### src/rtl/srt_div_iter.sv
// srt_div_iter
// Iterative SRT mantissa divider wrapped around an external quotient-digit
// selection stage. Each ITER cycle the partial remainder and divisor are
// presented on current_remainder/current_divisor; the selection stage
// returns a signed digit on q_digit (combinational on those outputs). The
// remainder is updated as r <- 2*(r - q*d) and the quotient accumulated.
// A final cycle repairs a negative remainder by adding d back once.
//
// Optional feature: define SRT_DIV_STICKY_EN to add the sticky output
// (final corrected remainder non-zero), held alongside the other results.
//
// Ports:
//   clk               rising-edge clock
//   rst_n             synchronous active-low reset
//   start             request a division (sampled only when idle)
//   dividend          unsigned dividend mantissa (MW bits)
//   divisor           unsigned normalized divisor mantissa or zero (MW bits)
//   current_remainder signed partial remainder to the selection stage (RW)
//   current_divisor   zero-extended divisor to the selection stage (RW)
//   q_digit           signed quotient digit from the selection stage (3 bits)
//   busy              high while a division is in progress
//   done              one-cycle completion pulse
//   quotient          quotient, 1 integer bit, ITER bits total
//   remainder         final signed remainder in [0, d)
//   div_by_zero       divisor was zero
//   sticky            (SRT_DIV_STICKY_EN only) remainder non-zero
module srt_div_iter #(
    parameter int MW   = 24,
    parameter int RW   = 26,
    parameter int ITER = 26
) (
    input  logic            clk,
    input  logic            rst_n,
    input  logic            start,
    input  logic [MW-1:0]   dividend,
    input  logic [MW-1:0]   divisor,
    output logic [RW-1:0]   current_remainder,
    output logic [RW-1:0]   current_divisor,
    input  logic [2:0]      q_digit,
    output logic            busy,
    output logic            done,
    output logic [ITER-1:0] quotient,
    output logic [RW-1:0]   remainder,
    output logic            div_by_zero
`ifdef SRT_DIV_STICKY_EN
    ,
    output logic            sticky
`endif
);

    localparam int CW = $clog2(ITER);
    localparam logic [CW-1:0] LAST = CW'(ITER - 1);

    typedef enum logic [1:0] {
        S_IDLE,
        S_ITER,
        S_FIX,
        S_DONE
    } state_t;

    state_t           state, state_nxt;
    logic [RW-1:0]    r, r_nxt;
    logic [RW-1:0]    d, d_nxt;
    logic [ITER+1:0]  qacc, qacc_nxt;
    logic [CW-1:0]    cnt, cnt_nxt;
    logic [ITER-1:0]  quo_nxt;
    logic [RW-1:0]    rem_nxt;
    logic             dbz_nxt;
`ifdef SRT_DIV_STICKY_EN
    logic             sticky_nxt;
`endif

    // Recurrence arithmetic, two guard bits above the remainder width
    logic signed [RW+1:0] r_ext, d_ext, q_ext, t;
    logic [ITER+1:0]      qacc_step;
    logic [RW-1:0]        r_fix;
    logic [ITER+1:0]      q_fix;

    always_comb begin
        r_ext     = {{2{r[RW-1]}}, r};
        d_ext     = {{2{d[RW-1]}}, d};
        q_ext     = {{(RW-1){q_digit[2]}}, q_digit};
        t         = r_ext - q_ext * d_ext;
        qacc_step = (qacc << 1) + {{(ITER-1){q_digit[2]}}, q_digit};
        // A single deficit of one divisor is all the correction covers
        if (r[RW-1]) begin
            r_fix = r + d;
            q_fix = qacc - 1'b1;
        end else begin
            r_fix = r;
            q_fix = qacc;
        end
    end

    always_comb begin
        state_nxt = state;
        r_nxt     = r;
        d_nxt     = d;
        qacc_nxt  = qacc;
        cnt_nxt   = cnt;
        quo_nxt   = quotient;
        rem_nxt   = remainder;
        dbz_nxt   = div_by_zero;
`ifdef SRT_DIV_STICKY_EN
        sticky_nxt = sticky;
`endif
        case (state)
            S_IDLE: begin
                if (start) begin
                    if (divisor != '0) begin
                        r_nxt     = {{(RW-MW){1'b0}}, dividend};
                        d_nxt     = {{(RW-MW){1'b0}}, divisor};
                        qacc_nxt  = '0;
                        cnt_nxt   = '0;
                        dbz_nxt   = 1'b0;
                        state_nxt = S_ITER;
                    end else begin
                        dbz_nxt   = 1'b1;
                        quo_nxt   = '1;
                        rem_nxt   = '0;
`ifdef SRT_DIV_STICKY_EN
                        sticky_nxt = 1'b0;
`endif
                        state_nxt = S_DONE;
                    end
                end
            end
            S_ITER: begin
                qacc_nxt = qacc_step;
                cnt_nxt  = cnt + 1'b1;
                if (cnt == LAST) begin
                    // Last step keeps the unshifted remainder
                    r_nxt     = RW'(t);
                    state_nxt = S_FIX;
                end else begin
                    r_nxt = RW'(t << 1);
                end
            end
            S_FIX: begin
                r_nxt     = r_fix;
                qacc_nxt  = q_fix;
                quo_nxt   = q_fix[ITER-1:0];
                rem_nxt   = r_fix;
`ifdef SRT_DIV_STICKY_EN
                sticky_nxt = |r_fix;
`endif
                state_nxt = S_DONE;
            end
            S_DONE: begin
                state_nxt = S_IDLE;
            end
            default: begin
                state_nxt = S_IDLE;
            end
        endcase
    end

    always_ff @(posedge clk) begin
        if (!rst_n) begin
            state       <= S_IDLE;
            r           <= '0;
            d           <= '0;
            qacc        <= '0;
            cnt         <= '0;
            quotient    <= '0;
            remainder   <= '0;
            div_by_zero <= 1'b0;
`ifdef SRT_DIV_STICKY_EN
            sticky      <= 1'b0;
`endif
        end else begin
            state       <= state_nxt;
            r           <= r_nxt;
            d           <= d_nxt;
            qacc        <= qacc_nxt;
            cnt         <= cnt_nxt;
            quotient    <= quo_nxt;
            remainder   <= rem_nxt;
            div_by_zero <= dbz_nxt;
`ifdef SRT_DIV_STICKY_EN
            sticky      <= sticky_nxt;
`endif
        end
    end

    assign current_remainder = r;
    assign current_divisor   = d;
    assign busy              = (state != S_IDLE);
    assign done              = (state == S_DONE);

endmodule

### config.mk
export PLATFORM = sky130hd
export DESIGN_NAME = srt_div_iter
export DESIGN_NICKNAME = d
export VERILOG_FILES = /design/src/rtl/srt_div_iter.sv
export SDC_FILE = /design/constraint.sdc
export NUM_CORES = 1
export LEC_CHECK = 0
export CAP_MARGIN = 15
export CORE_MARGIN = 2
export CORE_UTILIZATION = 60
export CTS_CLUSTER_SIZE = 24
export DETAILED_ROUTE_END_ITERATION = 16
export PLACE_DENSITY = 0.86
export SLEW_MARGIN = 10
export SYNTH_ARGS = -nofsm -noshare
export SYNTH_HDL_FRONTEND = slang
export SYNTH_SLANG_ARGS = --single-unit
### constraint.sdc
create_clock -name clk -period 11.7 [get_ports clk]
set_clock_uncertainty 0.05 [all_clocks]
set_input_delay 1.755 -clock clk [delete_from_list [all_inputs] [get_ports clk]]
set_output_delay 1.755 -clock clk [all_outputs]
set_load 0.02 [all_outputs]
# Yosys cells after proc, flatten, opt, wreduce, memory -nomap -nowiden
# Index checks and enable logic that the tools add are counted.
[word_totals]
register_bits = 138
inputBits = 54
output_inout_bits = 107
elab_cells = 60
[classes]
n_addsub = 5
multipliers = 1
n_eq_ne = 9
mux = 23
n_reduce_logical = 13
[op_table]
columns = ["operator", "count"]
rows = [
  ["two-way mux 26 bit", 8],
  ["one-hot mux 26 bit (2 select lines)", 2],
  ["two-way mux 28 bit", 3],
  ["one-hot mux 28 bit (3 select lines)", 1],
  ["one-hot mux 26 bit (3 select lines)", 1],
  ["adder 28 bit", 1],
  ["subtractor 28 x 1 -> 28 bit, second input constant", 1],
  ["adder 26 x 24 -> 26 bit", 1],
  ["multiplier 3 x 25 -> 26 bit", 1],
  ["subtractor 26 bit", 1],
  ["nonzero test 24 bit", 1],
  ["AND reduction 3 bit", 4],
  ["two-way mux 5 bit", 2],
  ["!= test 2 bit, second input constant", 5],
  ["one-hot mux 5 bit (2 select lines)", 1],
  ["one-hot mux 2 bit (4 select lines)", 1],
  ["two-way mux 2 bit", 3],
  ["nonzero test 2 bit", 3],
  ["adder 5 x 1 -> 5 bit, second input constant", 1],
  ["== test 5 bit, second input constant", 1],
  ["== test 2 bit, second input constant", 2],
  ["AND reduction 2 bit", 2],
  ["AND reduction 4 bit", 1],
  ["nonzero test 3 bit", 1],
  ["other kinds (3)", 3],
]

# Logic depth before layout (Yosys ltp)
# Gate-level depths: netlist (run 1).
[logic_depth]
depth_word = 4
mapped_depth = 18
ltp_nobuf = 16

# Worst setup path before layout (run 1)
# Ideal clock, no wire load.
[synth_path]
path_kind = "in2reg"
from = "input q_digit[2]"
to = "register r[21], in the netlist current_remainder[21]"
setup_time_ns = 0.114
arrival_time_ns = 5.500
required_ns = 11.536
slack_ns = 6.036
cell_stages = 17
n_path_buf = 1
cell_sequence = "clkbuf_1 -> nor2b_1 -> ha_1 -> inv_1 -> fa_1 -> inv_1 -> fa_1 -> inv_1 -> ha_1 -> a21o_1 -> or3_1 -> o2111ai_1 -> a21oi_1 -> o22ai_2 -> xnor2_1 -> a221oi_1 -> a2111oi_0"
[synth_between]
elab_chain_cells = 4
[synth_rtl]
columns = ["element", "line", "rtl"]
rows = [
  ["from (decl)", "39", "input logic [2:0] q_digit,"],
  ["multiplier 3 x 25 -> 26 bit", "83", "t = r_ext - q_ext * d_ext;"],
  ["subtractor 26 bit", "83", ""],
  ["two-way mux 26 bit", "131", "if (cnt == LAST) begin"],
  ["one-hot mux 26 bit (3 select lines)", "107", "case (state)"],
  ["to (signal assigned)", "173", "r <= r_nxt;"],
  ["to (decl)", "62", "logic [RW-1:0] r, r_nxt;"],
]
# No other way between the ends.
# A chain may end at the register's enable or synchronous reset.

# Final worst setup path (run 1)
[layout_path]
from = "input q_digit[1]"
to = "register r[21], in the netlist current_remainder[21]"
# Same word-level chain as after synthesis.

==> results of run 1 <==
==> sequential cells by signal, summed over array words and instances, names as in the netlist <==
signal and cells:
cnt 5, qacc 26, current_divisor 24, remainder 26, current_remainder 26, div_by_zero 1
quotient 26, state 2
==> layout by cell type, fill, tap and decap left out, drive strengths merged, types with 19 or more instances in the layout <==
cell,synthesis,layout
o211ai,26,26
xnor2,55,55
o21ai,97,97
a211oi,24,24
a21o,29,29
fa,48,48
a31oi,19,19
inv,167,174
and2,39,39
a21oi,128,128
ha,108,108
nor2b,27,27
nand3,43,43
nand2,196,196
dfxtp,136,136
xor2,34,34
clkdlybuf4s50,0,157
or3,21,21
nor3,31,31
nor2,107,107
==> tightest hold or removal path, delay by kind of cell, from the launching register on <==
kind            cells  cell delay, ns
flops               1            0.31
simple gates        1            0.05
compound gates      1            0.05
==> cells by family (layout without fill, tap and decap cells) <==
group,count (synthesis),in the layout,synth area share [%]
simple gates,542,542,21.1
compound gates,451,451,23.3
buf+inv,245,374,7.54
fa+ha+maj,156,156,18.5
flops,136,136,21.8
xor+xnor,89,89,6.23
mux,19,19,1.54
other cells,1,3,0.0300
==> power breakdown <==
| group | switching [uW] | leakage [uW] | internal [uW] |
|---|---|---|---|
| clock network | 246 | 0.000285 | 320 |
| registers | 130 | 0.00111 | 556 |
| logic | 1820 | 0.00489 | 1080 |
| total | 2200 | 0.00628 | 1960 |
==> metal layers <==
| layer | global-route usage [%] | vias to the layer above |
|---|---|---|
| met2 | 60.7 | 797 |
| met5 | 0 | - |
| met3 | 6.44 | 163 |
| met4 | 19.5 | 0 |
| met1 | 50.5 | 6105 |
| li1 | - | 5980 |
==> cell type report <==
cell class                      count  area share [%]
Inverter                          169            4.28
Tap cell                          270            2.27
Antenna cell                        1          0.0168
Sequential cell                   136            18.3
Clock inverter                     14            1.10
Timing Repair Buffer              174            11.4
Multi-Input combinational cell   1259            59.7
Clock buffer                       17            2.86
==> worst min path at each step <==
stage | slack, ns | endpoint | startpoint
after global routing | 0.43 | remainder[0] | remainder[0]
final | 0.41 | remainder[0] | remainder[0]
after CTS | 0.40 | remainder[0] | remainder[0]
after floorplan | 0.43 | qacc[2] | qacc[2]
after global placement | 0.39 | remainder[2] | remainder[2]
after detailed placement | 0.40 | remainder[0] | remainder[0]
==> stage by stage <==
stage,hold slack (ns),power [uW]
global placement,0.393,3440
detailed placement,0.395,3490
CTS,0.405,4080
global route,0.426,4430
finish,0.406,4160
floorplan,0.430,2660
==> flow_metrics.py, run 1 <==
metrics = {
    "synthesis": {
        "synth_area_leaders": "dfxtp_1 22%, ha_1 11%, fa_1 7.7%, nand2_1 5.9%, a21oi_1 5.1%",
        "synth_top_area_share_pct": 21.8,
        "yosysTopAreaCell": "dfxtp_1",
        "ys_async_sr_fraction_pct": 0,
        "synth_common_cells": "196 x nand2_1, 167 x inv_1, 136 x dfxtp_1",
        "ys.warnings.count": 0,
        "yosysUniqueCellTypes": 85,
        "synth_flop_cell": "dfxtp_1",
        "yosysMostFrequentCell": "nand2_1",
        "syn_inst": 1639,
        "ys_ff_latch": 136,
        "synth.avg_cell_area_um2": 7.63,
        "synth_edf_count": 0,
        "yosysSeqAreaShare_pct": 21.8,
        "synth_area_um2": 12500,
    },
    "run": {
        "max_cap_violations": 0,
    },
    "critical_path": {
        "path_cells": "clkdlybuf4s50_1, and2_1, ha_1, inv_1, fa_1, inv_1, fa_1, inv_1, ha_1, a21oi_1, o211ai_1, a311oi_1, a21oi_1, o22ai_2, xnor2_1, a221oi_1, a2111oi_0",
        "r2r_start": "current_divisor[2]",
        "slowest_delay_ns": 0.88,
        "worstPathBufferInverterCount": 4,
        "crit_family": "compound AO/OA/AOI/OAI gates",
        "cp.depth": 17,
        "crit_path_max_fanout": 25,
        "cpMaxStageDelayCell": "clkdlybuf4s50_1",
        "cp-end-kind": "register",
        "r2r_slack_ns": 7.04,
        "worstSetupEndpoint": "current_remainder[21]",
        "cp.required_ns": 11.96,
        "worstSetupStartpointType": "input pin",
        "worst_r2r_path_depth": 16,
        "crit_arrival_ns": 6.94,
        "worstReg2RegEnd": "current_remainder[21]",
        "critPathLaunch": "q_digit[1]",
        "crit_top_cell": "inv_1",
        "crit_type": "in2reg",
    },
    "global_routing": {
        "antenna_found_initial": 1,
        "first_global_vias": 12300,
        "grt_pass1_wl_um": 66500,
        "overflow": 0,
        "grt_max_degree": 73,
        "groute.usage.overall_pct": 38.3,
    },
    "cells_and_area": {
        "multi_input_area_um2": 8880,
        "fin_util_pct": 73.0,
        "seq_area_um2": 2720,
        "final_area_um2": 14900,
        "nets": 1967,
        "final_cells": 2040,
        "drive_above_1_share_pct": 4.47,
        "fillers": 1643,
        "syn2layout_area_growth_pct": 18.8,
    },
    "die": {
        "die_h_um": 148,
        "die_w_um": 148,
        "die_area_um2": 22000,
        "rows": 52,
        "io_pins": 161,
        "start_util_pct": 61.4,
        "fp.coreArea_um2": 20400,
    },
    "timing": {
        "fmax_mhz": 150,
        "min_period_ns": 6.69,
        "setup_slack_ns": 5.01,
        "rsz0062_at_grt": "false",
        "relSlewSlack_pct": 23.5,
        "worstMarginPinSlew_ns": 1.15,
        "setup_viol": 0,
        "hold_viol": 0,
        "finalSetupTns_ns": 0,
        "fin_crit_sh_pct": 57.1,
        "drv_slew": 0,
    },
    "placement": {
        "dpl_cell_area_um2": 14300,
        "gp_congestion": 0.986,
        "dp.final_hpwl_um": 30700,
        "dp.cells": 2008,
        "place_ws_ns": 4.72,
        "numPortBuffers": 158,
    },
    "clocking": {
        "h-tree-depth": 4,
        "cts_tree": "done",
        "cts.sinks": 136,
        "cts_root_buf": "clkbuf_16",
        "postCtsSetupRepairBufs": 0,
        "clock_path_buffers": 2,
        "cts_hold_buf": 0,
        "numCtsBuffers": 17,
        "clk_pin_slew_worst_paths_ns": 0.07,
        "cts_resized": 0,
        "clock_latency_ns": 0.44,
    },
    "pwr": {
        "powerDensity_nw_per_um2": 280,
        "leakagePower_uw": 0.00628,
        "peakVddDrop_mv": 0.148,
    },
    "worst_hold_path": {
        "hp-class": "reg2reg",
        "holdPathStages": 2,
    },
    "routing": {
        "drt_iter0_markers": 1501,
        "wl_per_cell_um": 20.6,
        "vias": 13000,
        "dr_wl_met2_um": 18900,
        "wl_met1_um": 17100,
        "drc": 0,
        "highest_layer": "met4",
        "antenna_left": 0,
        "viasPerCell": 6.39,
        "routed_wirelength_um": 42000,
        "routed-wl-met3_um": 3780,
        "firstDrtPassIters": 7,
    },
    "outcome": {
        "status": "finished clean",
    },
}
No activity file was read; power rests on OpenSTA's default activity.
==> run 2: changes to the inputs <==
--- a/config.mk
+++ b/config.mk
@@ -7,10 +7,10 @@
 export LEC_CHECK = 0
 export CAP_MARGIN = 15
 export CORE_MARGIN = 2
-export CORE_UTILIZATION = 60
+export CORE_UTILIZATION = 57
 export CTS_CLUSTER_SIZE = 24
 export DETAILED_ROUTE_END_ITERATION = 16
-export PLACE_DENSITY = 0.86
+export PLACE_DENSITY = 0.82
 export SLEW_MARGIN = 10
 export SYNTH_ARGS = -nofsm -noshare
 export SYNTH_HDL_FRONTEND = slang
==> constraint.sdc (replaced) <==
create_clock -name clk -period 6.7 [get_ports clk]
set_clock_uncertainty 0.05 [all_clocks]
set_input_delay 1.005 -clock clk [delete_from_list [all_inputs] [get_ports clk]]
set_output_delay 1.005 -clock clk [all_outputs]
set_load 0.02 [all_outputs]
==> run 2 against run 1 <==
Global-route usage down 2.7 points. Utilization down 4.4 points. Clock power up 65%. Setup slack worse by 3.9 ns. Clock-buffer cell count up 1. Sequential share of layout area about the same. Critical endpoint unchanged.
==> flow_metrics.py, run 2 (same netlist as run 1, synthesis figures left out) <==
metrics = {
    "die": {
        "die_w_um": 152,
        "fp.coreArea_um2": 21700,
        "die_area_um2": 23100,
        "io_pins": 161,
        "rows": 54,
        "die_h_um": 152,
        "start_util_pct": 57.7,
    },
    "critical_path": {
        "r2r_start": "current_divisor[2]",
        "crit_type": "in2reg",
        "cp.required_ns": 6.96,
        "r2r_slack_ns": 2.09,
        "worstSetupStartpointType": "input pin",
        "cp-end-kind": "register",
        "crit_path_max_fanout": 24,
        "worstReg2RegEnd": "current_remainder[21]",
        "crit_arrival_ns": 5.84,
        "worst_r2r_path_depth": 16,
    },
    "timing": {
        "setup_slack_ns": 1.12,
        "hold_viol": 0,
        "fin_crit_sh_pct": 83.3,
        "finalSetupTns_ns": 0,
        "drv_slew": 0,
        "relSlewSlack_pct": 20.5,
        "min_period_ns": 5.58,
        "worstMarginPinSlew_ns": 1.19,
        "rsz0062_at_grt": "false",
        "setup_viol": 0,
        "fmax_mhz": 179,
    },
    "routing": {
        "drc": 0,
        "antenna_left": 0,
        "vias": 12700,
        "viasPerCell": 6.21,
        "wl_per_cell_um": 20.4,
        "firstDrtPassIters": 10,
        "drt_iter0_markers": 1137,
        "routed_wirelength_um": 41900,
    },
    "placement": {
        "place_ws_ns": 0.806,
        "numPortBuffers": 158,
        "dp.final_hpwl_um": 31100,
        "dpl_cell_area_um2": 14300,
        "gp_congestion": 0.969,
    },
    "global_routing": {
        "met1_usage_pct": 47.1,
        "grt_use_met2_pct": 56.8,
        "overflow": 0,
        "busiest_layer": "met2",
        "antenna_found_initial": 1,
        "groute.usage.overall_pct": 35.5,
        "grt_max_degree": 66,
        "first_global_vias": 12200,
        "grt_pass1_wl_um": 66300,
        "grtUsageMet3_pct": 7.94,
    },
    "clocking": {
        "cts_root_buf": "clkbuf_16",
        "clock_path_buffers": 2,
        "clock_latency_ns": 0.44,
        "cts_resized": 0,
        "clk_pin_slew_worst_paths_ns": 0.07,
        "h-tree-depth": 4,
        "cts.sinks": 136,
        "cts_hold_buf": 0,
        "cts_tree": "done",
        "numCtsBuffers": 17,
        "postCtsSetupRepairBufs": 0,
    },
    "worst_hold_path": {
        "min_from": "remainder[1]",
        "holdPathStages": 2,
        "hold_end": "remainder[1]",
        "hp-class": "reg2reg",
    },
    "cells_and_area": {
        "nets": 1971,
        "layout_commonest_cell": "nand2_1",
        "final_area_um2": 14900,
        "layout_common_cells": "196 x nand2_1, 166 x inv_1, 157 x clkdlybuf4s50_1, 136 x dfxtp_1, 126 x a21oi_1",
        "syn2layout_area_growth_pct": 18.9,
        "drive_above_1_share_pct": 4.68,
        "diodes": 0,
    },
    "pwr": {
        "peakVddDrop_mv": 0.314,
        "powerDensity_nw_per_um2": 482,
        "leakagePower_uw": 0.00628,
    },
    "run": {
        "max_cap_violations": 0,
    },
    "outcome": {
        "status": "finished clean",
    },
}
==> run 2: cell types whose count changed in the layout (fill, tap and decap cells not counted), moves of 2 or more <==
cell,change
clkinvlp_4,+2
inv_6,-3
buf_4,+4
clkinv_2,+2
==> run 2: cell type report <==
| cell class | instances | area (um2) |
|---|---|---|
| inverter | 169 | 636 |
| sequential | 136 | 2720 |
| tap | 280 | 350 |
| timing repair buffer | 178 | 1730 |
| fill | 1832 | 6820 |
| multi-input combinational | 1259 | 8870 |
| clock inverter | 13 | 121 |
| clock buffer | 18 | 439 |
==> run 2: power by group <==
group / total, uW / switching, uW / internal [uW]
logic: 5030 / 3140 / 1890
registers: 1200 / 228 / 971
clock network: 934 / 411 / 522
==> run 2: per-stage QoR <==
step / cells / hold slack (ns) / utilization [%] / total power (uW)
after detailed placement: 2022 / 0.397 / 66.0 / 6090
after CTS: 2053 / 0.406 / 68.5 / 7050
after floorplan: 1640 / 0.430 / - / 4650
after global placement: 2022 / 0.389 / 66.0 / 6050
final: 2053 / 0.407 / 68.5 / 7160
after global routing: 2053 / 0.427 / 68.5 / 7670
==> run 2: how the worst max path moves through the flow <==
stage,endpoint,depth (start not counted),startpoint
final,current_remainder[21],15,q_digit[0]
after global routing,current_remainder[21],15,q_digit[0]
after CTS,current_remainder[21],15,q_digit[0]
after detailed placement,current_remainder[21],15,q_digit[0]
after global placement,current_remainder[21],17,q_digit[2]
after floorplan,current_remainder[21],17,q_digit[2]
==> run 2: worst max-delay path: stages <==
cell and delay [ns]:
clkdlybuf4s50_1 1.11, nand2_1 0.18, fa_1 0.53, inv_1 0.06
fa_1 0.49, inv_1 0.05, ha_1 0.35, a21o_1 0.19
or3_1 0.39, o2111ai_1 0.38, a21oi_1 0.17, o22ai_2 0.26
xnor2_1 0.15, a221oi_1 0.10, a2111oi_0 0.42
==> run 2: per-layer routing <==
| metal | vias to the layer above | share of wire (%) |
|---|---|---|
| met5 | - | 0 |
| met4 | 0 | 3.6 |
| met3 | 99 | 9.3 |
| met2 | 621 | 45 |
| met1 | 6031 | 42 |
| li1 | 5990 | - |
==> run 3: changes to the inputs <==
==> constraint.sdc (replaced) <==
create_clock -name clk -period 5.7 [get_ports clk]
set_clock_uncertainty 0.05 [all_clocks]
set_input_delay 0.855 -clock clk [delete_from_list [all_inputs] [get_ports clk]]
set_output_delay 0.855 -clock clk [all_outputs]
set_load 0.02 [all_outputs]
==> run 3 against run 2 <==
Sequential share of layout area hardly changed. First-iteration DRC count is 0.35% lower. Utilization is 0.13 points higher. Clock-buffer cell count is 1 higher. Setup slack worse by 0.68 ns. Routed wire length hardly changed. Final cell count is 0.34% higher. Flip-flop and latch count stayed put. Global-route usage is 0.28 points lower. Die area stayed put. Critical endpoint unchanged. Largest cell class unchanged.
==> flow_metrics.py, run 3 (same netlist as run 1, synthesis figures left out) <==
metrics = {
    "outcome": {
        "status": "finished clean",
    },
    "pwr": {
        "powerDensity_nw_per_um2": 565,
        "switchingPower_uw": 4440,
        "leakagePower_uw": 0.00631,
        "p_comb_share_pct": 70.8,
        "p_clk_share_pct": 12.1,
        "seq_power_share_pct": 17.0,
        "internal_power_uw": 3970,
        "peakVddDrop_mv": 0.376,
        "p_sw_share_pct": 52.7,
    },
    "die": {
        "start_util_pct": 57.7,
        "rows": 54,
        "die_w_um": 152,
        "die_area_um2": 23100,
        "io_pins": 161,
        "die_h_um": 152,
        "fp.coreArea_um2": 21700,
    },
    "critical_path": {
        "crit_arrival_ns": 5.50,
        "slowest_delay_ns": 0.52,
        "worst_r2r_path_depth": 16,
        "worstSetupEndpoint": "current_remainder[21]",
        "worstReg2RegEnd": "current_remainder[21]",
        "crit_type": "in2reg",
        "path_cells": "clkdlybuf4s50_1, buf_12, and2_1, ha_1, inv_1, fa_1, inv_1, fa_1, inv_1, ha_1, a21o_1, or3_1, o2111ai_1, a21oi_1, o22ai_2, xnor2_1, a221oi_1, a2111oi_0",
        "r2r_slack_ns": 1.08,
        "critPathLaunch": "q_digit[1]",
        "worstSetupStartpointType": "input pin",
        "crit_path_max_fanout": 25,
        "worstPathBufferInverterCount": 5,
        "cp.depth": 18,
        "crit_top_cell": "inv_1",
        "r2r_start": "current_divisor[2]",
        "crit_family": "adder cells",
        "cp.required_ns": 5.94,
        "cp-end-kind": "register",
        "cpMaxStageDelayCell": "fa_1",
    },
    "clocking": {
        "cts_resized": 0,
        "h-tree-depth": 4,
        "cts_tree": "done",
        "numCtsBuffers": 17,
        "cts.sinks": 136,
        "clk_pin_slew_worst_paths_ns": 0.07,
        "cts_hold_buf": 0,
        "postCtsSetupRepairBufs": 0,
        "clock_latency_ns": 0.43,
        "cts_root_buf": "clkbuf_16",
        "clock_path_buffers": 2,
    },
    "timing": {
        "drv_slew": 0,
        "fin_crit_sh_pct": 92.4,
        "rsz0062_at_grt": "false",
        "finalSetupTns_ns": 0,
        "worstMarginPinSlew_ns": 1.00,
        "setup_viol": 0,
        "hold_viol": 0,
        "setup_slack_ns": 0.434,
        "min_period_ns": 5.27,
        "relSlewSlack_pct": 33.1,
        "holdWs_ns": 0.403,
        "fmax_mhz": 190,
    },
    "cells_and_area": {
        "nets": 1979,
        "syn2layout_area_growth_pct": 19.1,
        "diodes": 0,
        "final_area_um2": 14900,
        "multi_input_area_um2": 8870,
        "layout_common_cells": "196 x nand2_1, 166 x inv_1, 157 x clkdlybuf4s50_1, 136 x dfxtp_1, 127 x a21oi_1",
        "drive_above_1_share_pct": 4.94,
        "seq_area_um2": 2720,
        "layout_commonest_cell": "nand2_1",
        "fillers": 1845,
    },
    "worst_hold_path": {
        "hp-class": "reg2reg",
    },
    "routing": {
        "viasPerCell": 6.25,
        "vias": 12900,
        "drc": 0,
        "wl_per_cell_um": 20.3,
        "firstDrtPassIters": 5,
        "antenna_left": 0,
        "drt_iter0_markers": 1133,
        "routed_wirelength_um": 41800,
    },
    "global_routing": {
        "groute.usage.overall_pct": 35.3,
        "antenna_found_initial": 0,
        "grt_pass1_wl_um": 65800,
        "overflow": 0,
        "grt_max_degree": 85,
        "first_global_vias": 12500,
    },
    "run": {
        "max_cap_violations": 0,
    },
    "placement": {
        "numPortBuffers": 158,
        "dpl_cell_area_um2": 14400,
        "gp_congestion": 0.985,
        "place_ws_ns": 0.115,
        "dp.final_hpwl_um": 31100,
    },
}
run 3: cell types whose count changed in the layout (fill, tap and decap cells not counted), sizes merged:
cell / before / now
clkinvlp: 4 / 1
clkinv: 7 / 11
bufinv: 1 / 0
buf: 21 / 29
clkbuf: 18 / 19
inv: 170 / 168
run 3: per-layer routing:
layer	share of wire, %	GRT usage (%)	vias up
met5	0	0	-
li1	-	-	6006
met4	3.3	13.1	0
met3	9.7	7.34	113
met1	41	46.6	6103
met2	46	57.2	660
run 3: how the worst min path moves through the flow:
stage                        end  slack [ns]  cells after the start    startpoint
floorplan                qacc[2]        0.43                      2       qacc[2]
global placement    remainder[0]        0.39                      2  remainder[0]
detailed placement  remainder[4]        0.40                      2  remainder[4]
CTS                 remainder[2]        0.41                      2  remainder[2]
global route        remainder[9]        0.42                      2  remainder[9]
finish              remainder[2]        0.40                      2  remainder[2]
run 3: worst register-to-register path, cell delays in order, from the launching register on:
cell and delay (ns):
dfxtp_1 0.48, nor2b_1 0.09, ha_1 0.29, inv_1 0.05, fa_1 0.52, inv_1 0.05
fa_1 0.51, inv_1 0.05, ha_1 0.35, a21o_1 0.19, or3_1 0.38, o2111ai_1 0.34
a21oi_1 0.16, o22ai_2 0.24, xnor2_1 0.15, a221oi_1 0.10, a2111oi_0 0.48
run 3: metrics by stage:
stage / utilization, % / cells / total power (uW)
2_1_floorplan: - / 1640 / 5470
5_1_grt: 68.7 / 2060 / 9020
3_5_place_dp: 66.3 / 2030 / 7220
6_report: 68.7 / 2060 / 8410
3_3_place_gp: 66.3 / 2030 / 7140
4_1_cts: 68.7 / 2060 / 8290
run 3: power by group through the flow:
stage               Sequential [uW]  Combinational (uW)  Clock [uW]
floorplan                      1520                3950           0
global placement               1440                5700           0
detailed placement             1440                5790           0
CTS                            1420                5840        1020
global route                   1460                6500        1060
finish                         1430                5960        1020
run 3: cell type report:
type / instances / area share (%)
clock buffers: 19 / 2.97
repair buffers: 186 / 12.1
clock inverters: 11 / 0.512
well taps: 280 / 2.35
flip-flops and latches: 136 / 18.3
inverters: 169 / 4.27
multi-input cells: 1259 / 59.5
